<file path="config.mk">
export PLATFORM = sky130hd
export DESIGN_NAME = cdb_sched
export DESIGN_NICKNAME = d
export VERILOG_FILES = /design/src/rtl/cdb_sched.sv
export SDC_FILE = /design/constraint.sdc
export NUM_CORES = 1
export LEC_CHECK = 0
export ABC_AREA = 1
export CAP_MARGIN = 25
export CORE_MARGIN = 2
export CORE_UTILIZATION = 33
export CTS_CLUSTER_SIZE = 24
export DETAILED_ROUTE_END_ITERATION = 8
export PLACE_DENSITY = 0.56
export SYNTH_ARGS = -nofsm -noshare
export SYNTH_HDL_FRONTEND = slang
export SYNTH_SLANG_ARGS = --single-unit
</file>
<file path="constraint.sdc">
create_clock -name clk -period 10.2 [get_ports clk]
set_input_delay 1.53 -clock clk [delete_from_list [all_inputs] [get_ports clk]]
set_output_delay 1.53 -clock clk [all_outputs]
set_load 0.01 [all_outputs]
</file>
<file path="src/rtl/cdb_sched.sv">
// Common data bus scheduler: per-port 2-deep result queues, fixed-priority pick with
// a starvation override, and a registered CDB broadcast that flush/rst can cancel.
module cdb_sched #(
  parameter int NUM_REQ    = 3,
  parameter int TAG_W      = 6,
  parameter int DATA_W     = 32,
  parameter int ID_W       = 6,
  parameter int STARVE_MAX = 4,
  localparam int SRC_W     = (NUM_REQ > 1) ? $clog2(NUM_REQ) : 1,
  localparam int WAIT_W    = $clog2(STARVE_MAX + 1)
) (
  input  logic                      clk,
  input  logic                      rst,
  input  logic                      flush,
  input  logic [NUM_REQ-1:0]        req,
  output logic [NUM_REQ-1:0]        rdy,
  input  logic [NUM_REQ*TAG_W-1:0]  tag,
  input  logic [NUM_REQ*DATA_W-1:0] wdata,
  input  logic [NUM_REQ*ID_W-1:0]   inst_id,
  output logic                      cdb_wr,
  output logic [TAG_W-1:0]          cdb_tag,
  output logic [DATA_W-1:0]         cdb_wdata,
  output logic [ID_W-1:0]           cdb_inst_id,
  output logic [SRC_W-1:0]          cdb_src
);

  logic [TAG_W-1:0]  q_tag  [NUM_REQ][2];
  logic [DATA_W-1:0] q_data [NUM_REQ][2];
  logic [ID_W-1:0]   q_id   [NUM_REQ][2];
  logic [1:0]        cnt    [NUM_REQ];
  logic [WAIT_W-1:0] wait_cnt [NUM_REQ];
  logic [NUM_REQ-1:0] rd_ptr, wr_ptr;

  logic [NUM_REQ-1:0] cand, starve, gnt, enq;
  logic               gnt_any;
  logic [SRC_W-1:0]   gnt_idx;
  logic [TAG_W-1:0]   head_tag;
  logic [DATA_W-1:0]  head_data;
  logic [ID_W-1:0]    head_id;

  // Handshake: port i transfers at the edge where req[i] && rdy[i]. rdy depends only on
  // registered occupancy, rst and flush (never on req), so a producer may hold req high
  // with stable fields until it sees rdy.
  always_comb begin
    rdy     = '0;
    cand    = '0;
    starve  = '0;
    enq     = '0;
    gnt     = '0;
    gnt_any = 1'b0;
    gnt_idx = '0;
    head_tag  = '0;
    head_data = '0;
    head_id   = '0;
    for (int i = 0; i < NUM_REQ; i++) begin
      rdy[i]    = ~rst & ~flush & (cnt[i] < 2'd2);
      cand[i]   = (cnt[i] != 2'd0);
      starve[i] = cand[i] && (wait_cnt[i] == WAIT_W'(STARVE_MAX));
      enq[i]    = req[i] & rdy[i];
    end
    gnt_any = |cand;
    // Descending scans so the lowest matching index is the one left standing.
    for (int i = NUM_REQ - 1; i >= 0; i--) begin
      if (cand[i]) gnt_idx = SRC_W'(i);
    end
    if (|starve) begin
      for (int i = NUM_REQ - 1; i >= 0; i--) begin
        if (starve[i]) gnt_idx = SRC_W'(i);
      end
    end
    for (int i = 0; i < NUM_REQ; i++) begin
      if (gnt_any && (gnt_idx == SRC_W'(i))) begin
        gnt[i]    = 1'b1;
        head_tag  = q_tag[i][rd_ptr[i]];
        head_data = q_data[i][rd_ptr[i]];
        head_id   = q_id[i][rd_ptr[i]];
      end
    end
  end

  // Entry storage needs no reset: occupancy alone decides what is valid.
  always_ff @(posedge clk) begin
    for (int i = 0; i < NUM_REQ; i++) begin
      if (enq[i]) begin
        q_tag[i][wr_ptr[i]]  <= tag[i*TAG_W +: TAG_W];
        q_data[i][wr_ptr[i]] <= wdata[i*DATA_W +: DATA_W];
        q_id[i][wr_ptr[i]]   <= inst_id[i*ID_W +: ID_W];
      end
    end
  end

  always_ff @(posedge clk) begin
    if (rst) begin
      for (int i = 0; i < NUM_REQ; i++) begin
        cnt[i]      <= 2'd0;
        wait_cnt[i] <= '0;
      end
      rd_ptr      <= '0;
      wr_ptr      <= '0;
      cdb_wr      <= 1'b0;
      cdb_tag     <= '0;
      cdb_wdata   <= '0;
      cdb_inst_id <= '0;
      cdb_src     <= '0;
    end else if (flush) begin
      for (int i = 0; i < NUM_REQ; i++) begin
        cnt[i]      <= 2'd0;
        wait_cnt[i] <= '0;
      end
      rd_ptr <= '0;
      wr_ptr <= '0;
      cdb_wr <= 1'b0;
    end else begin
      for (int i = 0; i < NUM_REQ; i++) begin
        case ({enq[i], gnt[i]})
          2'b10:   cnt[i] <= cnt[i] + 2'd1;
          2'b01:   cnt[i] <= cnt[i] - 2'd1;
          default: cnt[i] <= cnt[i];
        endcase
        if (enq[i]) wr_ptr[i] <= ~wr_ptr[i];
        if (gnt[i]) rd_ptr[i] <= ~rd_ptr[i];
        if (!cand[i] || gnt[i]) begin
          wait_cnt[i] <= '0;
        end else if (wait_cnt[i] != WAIT_W'(STARVE_MAX)) begin
          wait_cnt[i] <= wait_cnt[i] + 1'b1;
        end
      end
      cdb_wr <= gnt_any;
      if (gnt_any) begin
        cdb_tag     <= head_tag;
        cdb_wdata   <= head_data;
        cdb_inst_id <= head_id;
        cdb_src     <= gnt_idx;
      end
    end
  end

endmodule
</file>
; ---- After elaboration in Yosys (flattened, before gate mapping)
; Memory sizes are Yosys's and may differ from the RTL's.
; Cells that the tools add are included.
[word_totals]
register_bits = 53
ram_bits = 279
input_bits = 138
out_inout_bits = 50
elab_cells = 275
memories = 5
[op_classes]
addsub = 9
magnitude_cmp = 12
n_eq_ne = 14
muxes = 156
bitwise_logic = 42
reduce_logical = 26
[memory_table]
columns = name, depth, word_bits, read_ports, rd_clocked_by_memory_dff, write_ports, line
row1 = q_data, 3, 64, 3, 0, 3, 28  ; logic [DATA_W-1:0] q_data [NUM_REQ][2];
row2 = q_id, 3, 12, 3, 0, 3, 29  ; logic [ID_W-1:0] q_id [NUM_REQ][2];
row3 = q_tag, 3, 12, 3, 0, 3, 27  ; logic [TAG_W-1:0] q_tag [NUM_REQ][2];
row4 = wait_cnt, 3, 3, 3, 0, 3, 31  ; logic [WAIT_W-1:0] wait_cnt [NUM_REQ];
row5 = cnt, 3, 2, 3, 0, 3, 30  ; logic [1:0] cnt [NUM_REQ];
[ops]
columns = op, n
row1 = $mux 32, 15
row2 = $mux 64, 3
row3 = $mux 6, 27
row4 = $demux 32 s1, 3
row5 = $mux 1, 74
row6 = $mux 2, 19
row7 = $mux 12, 3
row8 = $mux 3, 9
row9 = $or 1x1->1, 21
row10 = $demux 6 s1, 3
row11 = $ge 2x2->1 const B, 6
row12 = $not 1->2, 6
row13 = $add 3x1->3 const B, 3
row14 = $eq 3x3->1 const B, 3
row15 = $logic_and 1x1->1, 9
row16 = $ne 3x3->1 const B, 3
row17 = $eq 2x1->1 const B, 4
row18 = $eq 2x2->1 const B, 4
row19 = $not 1->1, 8
row20 = $reduce_or 2->1, 4
row21 = $and 1x1->1, 7
row22 = $add 2x1->2 const B, 3
row23 = $lt 2x1->1 const B, 3
row24 = $lt 2x2->1 const B, 3
row25 = 7 further kinds, 16

; ---- Depth between registers and ports, before layout
; Gate-level depths: netlist (run 1).
[depth]
ltp_word = 19
mapped_depth = 14
depth_no_buf = 13

; ---- Worst setup path after synthesis (run 1)
; OpenSTA, ideal clock, no wires.
[synth_path]
kind = input to register
startpoint = input port flush
endpoint = memory q_data[0][100] in the netlist's numbering, enable pin
setup_time_ns = 0.446
t_arrival_ns = 4.136
required_ns = 9.754
slack_ns = 5.618
cell_stages = 6
path_buffers = 1
cell_sequence = nor2_1 inv_1 buf_2 nor2_1 nand2_1 nor2_1
[synth_lines]
columns = element, line
row1 = start: declaration, 14  ; input logic flush,
row2 = end: declaration, 28

; ---- Final worst setup path (run 1)
[layout_path]
startpoint = input port rst
endpoint = output port rdy[1]
[layout_via]
elab_chain_len = 3
[layout_rtl]
columns = element, line
row1 = start: declaration, 13  ; input logic rst,
row2 = $not 1->1, 56  ; rdy[i] = ~rst & ~flush & (cnt[i] < 2'd2);
row3 = $and 1x1->1 (2 in series), 56
row4 = end: declaration, 16  ; output logic [NUM_REQ-1:0] rdy,
; No other way between the ends.

==> impl_metrics.py, run 1 <==
metrics = {
    "sta": {
        "rsz0062_at_grt": "no",
        "relSlewSlack_pct": 34.0,
        "finalSetupTns_ns": 0,
        "fmax_ghz": 0.184,
        "layout_setup_ws_ns": 4.77,
        "period_share_pct": 53.2,
        "fin_skew_ns": 0.0173,
        "drv_slew": 0,
        "setup_viol": 0,
        "finalCriticalPeriod_ns": 5.43,
        "hold_viol": 0,
        "tightest_slew_ns": 0.989,
    },
    "synth": {
        "synth.area.top_cells": "edfxtp_1, nand2_1, dfxtp_1",
        "synth_simple_gate_area_share_pct": 24.2,
        "synth_top_family_by_area": "simple AND/OR/NAND/NOR gates",
        "syn_inst": 1369,
        "ys_seq_elements": 332,
        "seq_area_frac_synth_pct": 68.0,
        "synth_compound_area_share_pct": 0.703,
        "syn_area_per_cell_um2": 10.1,
        "ys.flop_type": "edfxtp_1",
        "syn_area_um2": 13900,
        "synth_edf_count": 279,
        "yosysTopAreaCell": "edfxtp_1",
        "ys_async_sr_fraction_pct": 0,
        "yosysTopAreaCellShare_pct": 60.4,
        "yosysWarnings": 0,
        "synth_fa_ha_area_share_pct": 0.991,
        "synthMuxAreaShare_pct": 0,
        "synth.distinct_cells": 30,
        "synth_xor_area_share_pct": 0.189,
    },
    "finish": {
        "final_core_util_pct": 41.6,
        "area.growth.synth_to_final_pct": 25.1,
        "num-nets-final": 1687,
        "final-seq-area_um2": 9440,
        "drive_gt1_share_pct": 6.00,
        "post-route-cell-area_um2": 17400,
        "diodes": 0,
        "multi_input_area_um2": 3690,
        "fill_cells": 3973,
        "final_common_cell": "nand2_1",
        "final_cell_mix": "nand2_1, edfxtp_1, clkdlybuf4s50_1, inv_1, nand3_1",
    },
    "clock_tree": {
        "post_cts_buffers": 0,
        "post_cts_resized": 0,
        "clkTransAtPathRegs_ns": 0.06,
        "cts_hold_buffers": 0,
        "clock_sinks": 332,
        "cts_root_buffer": "clkbuf_16",
        "clock_latency_ns": 0.53,
        "cts_tree": "done",
        "numCtsBuffers": 36,
        "htreeDepth": 2,
        "cts.path.max_buffers": 3,
    },
    "worst_setup_path": {
        "setup.worst_path.class": "input pin to output port",
        "cp_max_fo": 12,
        "cp_num_buf_inv": 3,
        "r2r_setup_slack_ns": 7.20,
        "critPathArrivalTime_ns": 3.90,
        "rr_worst_depth": 9,
        "critPathLaunchType": "input pin",
        "endpoint_kind": "output port",
        "critPathRequiredTime_ns": 8.67,
        "crit_chain": "clkdlybuf4s50_1, nor2_1, inv_1, nor2_1, clkdlybuf4s50_1",
        "cpLargestDelayFamily": "buffers and inverters",
        "max_stage_delay_ns": 0.67,
        "reg2reg_from": "wait_cnt[1][0]",
        "slowest_stage": "nor2_1",
        "rr_endpoint": "cnt[2][1]",
    },
    "global_routing": {
        "grt_max_degree": 52,
        "grt_pass1_vias": 9625,
        "grt_pass1_wl_um": 56200,
        "antenna_found_initial": 0,
        "grt-ovfl-total": 0,
        "grtUsageTotal_pct": 17.1,
    },
    "floorplanning": {
        "io_pins": 188,
        "die_area_um2": 43700,
        "rows": 75,
        "die_x_um": 209,
        "start_util_pct": 33.2,
        "fp.dieH_um": 209,
        "coreArea_um2": 41800,
    },
    "hold_path": {
        "min_path_cells": 4,
        "whs_endpoint": "cdb_wdata[26]",
        "min_from": "cdb_wdata[26]",
        "hp-class": "register to register",
    },
    "detailed_routing": {
        "postRouteAntennaNets": 0,
        "wl_met3_um": 1920,
        "highest_layer": "met4",
        "route.met2.wl_um": 18800,
        "first_iter_violations": 684,
        "num_vias": 9701,
        "viasPerCell": 4.61,
        "drc": 0,
        "wire_per_inst_um": 17.7,
        "wl_um": 37300,
        "first_pass_iters": 4,
        "wl_met1_um": 15600,
    },
    "place": {
        "placed_area_um2": 16200,
        "dp.final_hpwl_um": 23700,
        "place.gp.congestion": 0.784,
        "io_buffers": 187,
        "pre_cts_ws_ns": 4.74,
    },
    "power": {
        "power_density_nw_per_um2": 214,
        "ir_drop_uv": 95.3,
        "power.total_uw": 3720,
        "leakagePower_uw": 0.00725,
    },
    "run": {
        "maxCapViolCount": 0,
    },
    "run_status": {
        "status": "complete, no violations",
    },
}
[cell usage after synthesis, types with 3 or more instances]
| cell type | count |
|---|---|
| edfxtp_1 | 279 |
| nand2_1 | 628 |
| inv_1 | 111 |
| buf_6 | 6 |
| nand4_1 | 45 |
| dfxtp_1 | 53 |
| ha_1 | 11 |
| clkbuf_1 | 23 |
| inv_2 | 8 |
| a21oi_1 | 10 |
| nor3_1 | 4 |
| xnor2_1 | 3 |
| nor2_1 | 29 |
| nand2_2 | 3 |
| nand3_1 | 92 |
| nand2_4 | 3 |
| o21ai_0 | 8 |
| buf_2 | 38 |
[metrics by stage]
step / hold WS, ns / cells
after floorplan: 0.460 / 1371
after global placement: 0.522 / 2039
after detailed placement: 0.520 / 2039
after CTS: 0.534 / 2105
after global routing: 0.562 / 2105
final: 0.530 / 2105
[routing by layer]
metal,vias to the layer above,track usage [%]
met4,0,5.17
met3,48,2.81
li1,4795,-
met5,-,0
met1,4606,21.6
met2,252,30.1
[layout make-up]
type	count	area share, %
Tap cell	539	3.88
Timing Repair Buffer	198	11.3
Clock inverter	13	0.663
Multi-Input combinational cell	848	21.2
Clock buffer	53	5.96
Inverter	122	2.65
Sequential cell	332	54.4
[cells by family (layout without fill, tap and decap cells)]
family,Yosys count,count (layout)
AO/OA/AOI/OAI,19,19
XOR/XNOR,3,3
adder cells (fa/ha/maj),11,11
buffers and inverters,191,386
flip-flops,332,332
other,1,3
AND/OR/NAND/NOR,812,812
[state kept, by name (all words and copies together) (netlist names)]
register,flops
wait_cnt,9
cdb_wdata,32
cnt,6
q_id,36
q_data,192
rd_ptr,3
cdb_src,2
cdb_inst_id,6
cdb_wr,1
wr_ptr,3
cdb_tag,6
q_tag,36
[worst reg2reg max path: cells and delay by family (launching register included)]
family	cells	cell delay, ns
AND/OR/NAND/NOR	4	0.79
flip-flops	1	0.38
adder cells (fa/ha/maj)	2	0.74
buffers and inverters	2	0.47
AO/OA/AOI/OAI	1	0.30
[worst max-delay path by stage]
stage,start,end,cells past startpoint
after floorplan,flush,q_data[0][100],6
after global placement,rst,rdy[2],5
after detailed placement,rst,rdy[1],5
after CTS,rst,rdy[1],5
after global routing,rst,rdy[0],5
final,rst,rdy[1],5
[where the power goes]
part,total [uW],switching [uW],internal (uW)
sequential,1610,46.8,1560
clock,1280,525,755
combinational,830,530,301
total,3720,1100,2620
Power figures use the tool's default switching activity.
==> run 2: changes to the inputs <==
- clock period: 10.2 -> 5 ns (I/O delays scaled with it)
==> run 2 against run 1 <==
Utilization is 0.24 points higher. Count of clock-buffer cells in the layout up 2. Wire length shrank 1.7%. Critical path type is now register to register.
==> impl_metrics.py, run 2 (synthesized netlist as in run 1, its figures left out) <==
metrics = {
    "global_routing": {
        "grt_use_met3_pct": 3.02,
        "antenna_found_initial": 1,
        "gr-usage-met2_pct": 29.1,
        "grt_max_degree": 52,
        "grtUsageTotal_pct": 16.8,
        "busiest_layer": "met2",
        "grt_pass1_wl_um": 55400,
        "grt-ovfl-total": 0,
        "grt_pass1_vias": 9598,
        "met1_usage_pct": 21.1,
    },
    "clock_tree": {
        "cts_root_buffer": "clkbuf_16",
        "htreeDepth": 2,
        "post_cts_buffers": 0,
        "numCtsBuffers": 37,
        "post_cts_resized": 0,
        "cts_tree": "done",
        "clock_sinks": 332,
        "cts.path.max_buffers": 3,
        "cts_hold_buffers": 0,
        "clock_latency_ns": 0.53,
        "clkTransAtPathRegs_ns": 0.06,
    },
    "detailed_routing": {
        "wl_um": 36600,
        "viasPerCell": 4.60,
        "wire_per_inst_um": 17.4,
        "first_pass_iters": 7,
        "postRouteAntennaNets": 0,
        "drc": 0,
        "first_iter_violations": 619,
        "num_vias": 9699,
    },
    "finish": {
        "num-nets-final": 1689,
        "final_cell_mix": "nand2_1, edfxtp_1, clkdlybuf4s50_1, inv_1, nand3_1",
        "final_common_cell": "nand2_1",
        "area.growth.synth_to_final_pct": 25.8,
        "drive_gt1_share_pct": 6.31,
        "diodes": 0,
        "largest_reg_flops": 192,
    },
    "floorplanning": {
        "fp.dieH_um": 209,
        "die_x_um": 209,
        "io_pins": 188,
        "rows": 75,
        "die_area_um2": 43700,
        "coreArea_um2": 41800,
        "start_util_pct": 33.2,
    },
    "place": {
        "dp.final_hpwl_um": 24300,
        "place.gp.congestion": 0.774,
        "io_buffers": 187,
    },
    "run_status": {
        "status": "complete, no violations",
    },
    "sta": {
        "fin_skew_ns": 0.0120,
        "finalSetupTns_ns": 0,
        "period_share_pct": 66.2,
        "hold_viol": 0,
        "fmax_ghz": 0.302,
        "setup_viol": 0,
        "drv_slew": 0,
        "whs_ns": 0.535,
        "rsz0062_at_grt": "no",
        "tightest_slew_ns": 0.978,
        "relSlewSlack_pct": 34.8,
        "finalCriticalPeriod_ns": 3.31,
    },
    "worst_setup_path": {
        "endpoint_kind": "register",
        "critPathLaunchType": "register",
        "setup.worst_path.class": "register to register",
        "critPathArrivalTime_ns": 3.51,
        "cp_max_fo": 50,
        "critPathRequiredTime_ns": 5.20,
    },
    "power": {
        "leakagePower_uw": 0.00730,
        "power_density_nw_per_um2": 443,
        "ir_drop_uv": 273,
    },
    "run": {
        "maxCapViolCount": 0,
    },
    "hold_path": {
        "hp-class": "register to register",
    },
}
[run 2: cell count changes in the layout (fill, tap and decap cells not counted)]
cell	previous run	this run
clkinv_1	6	3
bufinv_16	2	4
clkbuf_16	37	39
buf_4	11	12
clkbuf_1	11	12
clkbuf_8	5	4
clkinv_2	3	4
clkinvlp_4	0	1
inv_6	2	1
[run 2: final timing paths]
| check | from | endpoint | slack (ns) | cells after the start |
|---|---|---|---|---|
| max | wait_cnt[1][0] | cnt[2][0] | 1.69 | 8 |
| min | cdb_wdata[26] | cdb_wdata[26] | 0.53 | 4 |
| max reg2reg | wait_cnt[1][0] | cnt[2][0] | 1.69 | 8 |
| min reg2reg | cdb_wdata[26] | cdb_wdata[26] | 0.53 | 4 |
[run 2: power by group]
| part | internal [uW] | switching, uW | leakage, uW |
|---|---|---|---|
| logic | 612 | 1070 | 0.00369 |
| clock network | 1700 | 1080 | 0.000605 |
| registers | 3180 | 96.3 | 0.00300 |
| total | 5500 | 2250 | 0.00730 |
[run 2: worst max-delay path, stage by stage (launching register included)]
cell	delay (ns)
edfxtp_1	0.38
inv_1	0.07
ha_1	0.19
nand2_1	0.09
nor2_2	0.07
nor2_4	0.73
nand2_4	0.61
ha_1	0.52
o21ai_0	0.28
[run 2: area by class of cell]
| type | count | area [um2] |
|---|---|---|
| multi-input cells | 848 | 3690 |
| fillers | 3982 | 24300 |
| well taps | 539 | 674 |
| clock buffers | 55 | 1080 |
| repair buffers | 199 | 1960 |
| inverters | 122 | 460 |
| flip-flops and latches | 332 | 9440 |
| clock inverters | 13 | 168 |
[run 2: per-layer routing]
layer	part of all wire [%]	wire, um	up-vias
met5	0.033	12	-
met4	3.1	1130	2
met3	5.1	1880	64
met2	49	18000	252
met1	43	15600	4570
li1	-	-	4811
[run 2: through the flow]
step / std cells / instance area (um2) / util, % / power, uW / worst slack [ns]
after floorplan: 1371 / 13900 / - / 4360 / 1.20
after global placement: 2040 / 16200 / 38.9 / 5030 / 1.67
after detailed placement: 2040 / 16200 / 38.9 / 5050 / 1.64
after CTS: 2108 / 17500 / 41.8 / 7860 / 1.71
after global routing: 2108 / 17500 / 41.8 / 8140 / 1.43
final: 2108 / 17500 / 41.8 / 7740 / 1.69
==> run 3: changes to the inputs <==
- clock period: 5 -> 3.1 ns (I/O delays scaled with it)
==> run 3 against run 2 <==
Worst setup slack got worse by 1.2 ns. Critical path depth fell by 3. Non-clock buffer count rose by 10. Count of clock-buffer cells in the layout fell by 9. Sequential power rose by 61%. Die area did not move. Combinational power rose by 68%. Critical endpoint is now rdy[1]. Largest cell class unchanged. Largest power group unchanged.
==> impl_metrics.py, run 3 (synthesized netlist as in run 1, its figures left out) <==
metrics = {
    "run_status": {
        "status": "complete, no violations",
    },
    "sta": {
        "hold_viol": 0,
        "drv_slew": 0,
        "period_share_pct": 83.6,
        "finalCriticalPeriod_ns": 2.59,
        "fin_skew_ns": 0.0266,
        "setup_viol": 0,
        "relSlewSlack_pct": 38.2,
        "rsz0062_at_grt": "no",
        "finalSetupTns_ns": 0,
        "tightest_slew_ns": 0.926,
        "fmax_ghz": 0.386,
    },
    "clock_tree": {
        "post_cts_buffers": 0,
        "cts_root_buffer": "clkbuf_16",
        "cts.path.max_buffers": 3,
        "post_cts_resized": 0,
        "htreeDepth": 2,
        "cts_hold_buffers": 0,
        "numCtsBuffers": 37,
        "clkTransAtPathRegs_ns": 0.06,
        "clock_latency_ns": 0.54,
        "clock_sinks": 332,
        "cts_tree": "done",
    },
    "global_routing": {
        "antenna_found_initial": 0,
        "grt_pass1_vias": 9813,
        "grt-ovfl-total": 0,
        "grt_max_degree": 47,
        "grtUsageTotal_pct": 17.2,
        "grt_pass1_wl_um": 56800,
    },
    "worst_setup_path": {
        "endpoint_kind": "output port",
        "critPathArrivalTime_ns": 2.13,
        "cp_num_buf_inv": 3,
        "setup.worst_path.class": "input pin to output port",
        "max_stage_delay_ns": 0.57,
        "r2r_setup_slack_ns": 0.79,
        "cpLargestDelayFamily": "buffers and inverters",
        "cp_max_fo": 11,
        "slowest_stage": "clkdlybuf4s50_1",
        "crit_chain": "clkdlybuf4s50_1, nor2_1, inv_1, nor2_1, clkdlybuf4s50_1",
        "critPathLaunchType": "input pin",
        "critPathRequiredTime_ns": 2.63,
    },
    "floorplanning": {
        "coreArea_um2": 41800,
        "rows": 75,
        "io_pins": 188,
        "start_util_pct": 33.2,
        "fp.dieH_um": 209,
        "die_x_um": 209,
        "die_area_um2": 43700,
    },
    "power": {
        "power.total_uw": 12700,
        "leakagePower_uw": 0.00739,
        "power_density_nw_per_um2": 720,
        "ir_drop_uv": 383,
    },
    "place": {
        "dp.final_hpwl_um": 25300,
        "place.gp.congestion": 0.786,
        "io_buffers": 187,
        "dp_cells": 2050,
    },
    "detailed_routing": {
        "postRouteAntennaNets": 0,
        "num_vias": 9820,
        "viasPerCell": 4.63,
        "first_iter_violations": 645,
        "wl_um": 37700,
        "drc": 0,
        "wire_per_inst_um": 17.8,
        "first_pass_iters": 5,
    },
    "finish": {
        "num-nets-final": 1699,
        "multi_input_area_um2": 3690,
        "final-seq-area_um2": 9440,
        "largest_reg_flops": 192,
        "area.growth.synth_to_final_pct": 27.4,
        "final_cell_mix": "nand2_1, edfxtp_1, clkdlybuf4s50_1, inv_1, nand3_1",
        "fill_cells": 3944,
        "fin_cells": 2119,
        "drive_gt1_share_pct": 7.28,
        "final_common_cell": "nand2_1",
    },
    "run": {
        "maxCapViolCount": 0,
    },
    "hold_path": {
        "hp-class": "input pin to register",
    },
}
==> run 3: cell types whose count changed in the layout (fill, tap and decap cells not counted) <==
cell and delta:
clkbuf_1 -6, bufinv_16 +2, clkinv_4 +1, buf_4 +3, buf_12 +7, inv_6 +1
diode_2 +1, clkinvlp_4 +2, clkbuf_8 -3, clkinv_2 +3
==> run 3: worst register-to-register path, cell delays in order (launching register included) <==
cell,delay (ns)
edfxtp_1,0.41
inv_1,0.08
ha_1,0.14
nand2_1,0.08
nor2_2,0.23
nor2_4,0.07
nand2_4,0.34
ha_1,0.33
o21ai_0,0.31
==> run 3: layout make-up <==
| type | count | area share [%] |
|---|---|---|
| diodes | 1 | 0.0142 |
| well taps | 539 | 3.81 |
| repair buffers | 209 | 12.0 |
| flip-flops and latches | 332 | 53.4 |
| multi-input cells | 848 | 20.9 |
| inverters | 122 | 2.60 |
| clock inverters | 22 | 1.56 |
| clock buffers | 46 | 5.73 |
==> run 3: metal layers <==
| metal | vias up | GRT usage, % | share of wire (%) |
|---|---|---|---|
| met5 | - | 0 | 0 |
| met4 | 0 | 5.12 | 2.7 |
| met3 | 56 | 2.86 | 5.8 |
| met2 | 291 | 29.0 | 48 |
| met1 | 4641 | 22.8 | 44 |
| li1 | 4832 | - | - |
==> run 3: power by group <==
part           leakage (uW)  switching [uW]  internal [uW]
clock network      0.000625            1790           2830
registers           0.00300             143           5140
logic               0.00376            1770           1050
==> run 3: path summary, 6_finish.rpt <==
| path | end | cells after the start | from |
|---|---|---|---|
| setup / recovery | rdy[1] | 5 | rst |
| hold reg to reg | cdb_wdata[22] | 4 | cdb_wdata[22] |
| setup reg to reg | cnt[2][1] | 8 | wait_cnt[1][0] |
| hold / removal | q_data[0][164] | 1 | wdata[68] |
==> run 3: metrics by stage <==
step	util [%]	hold WS [ns]	setup slack, ns	instance area, um2
after floorplan	-	0.460	-0.417	13900
after global placement	39.2	0.522	0.344	16400
after detailed placement	39.2	0.529	0.244	16400
after CTS	42.3	0.485	0.513	17700
after global routing	42.3	0.489	0.441	17700
final	42.3	0.504	0.508	17700
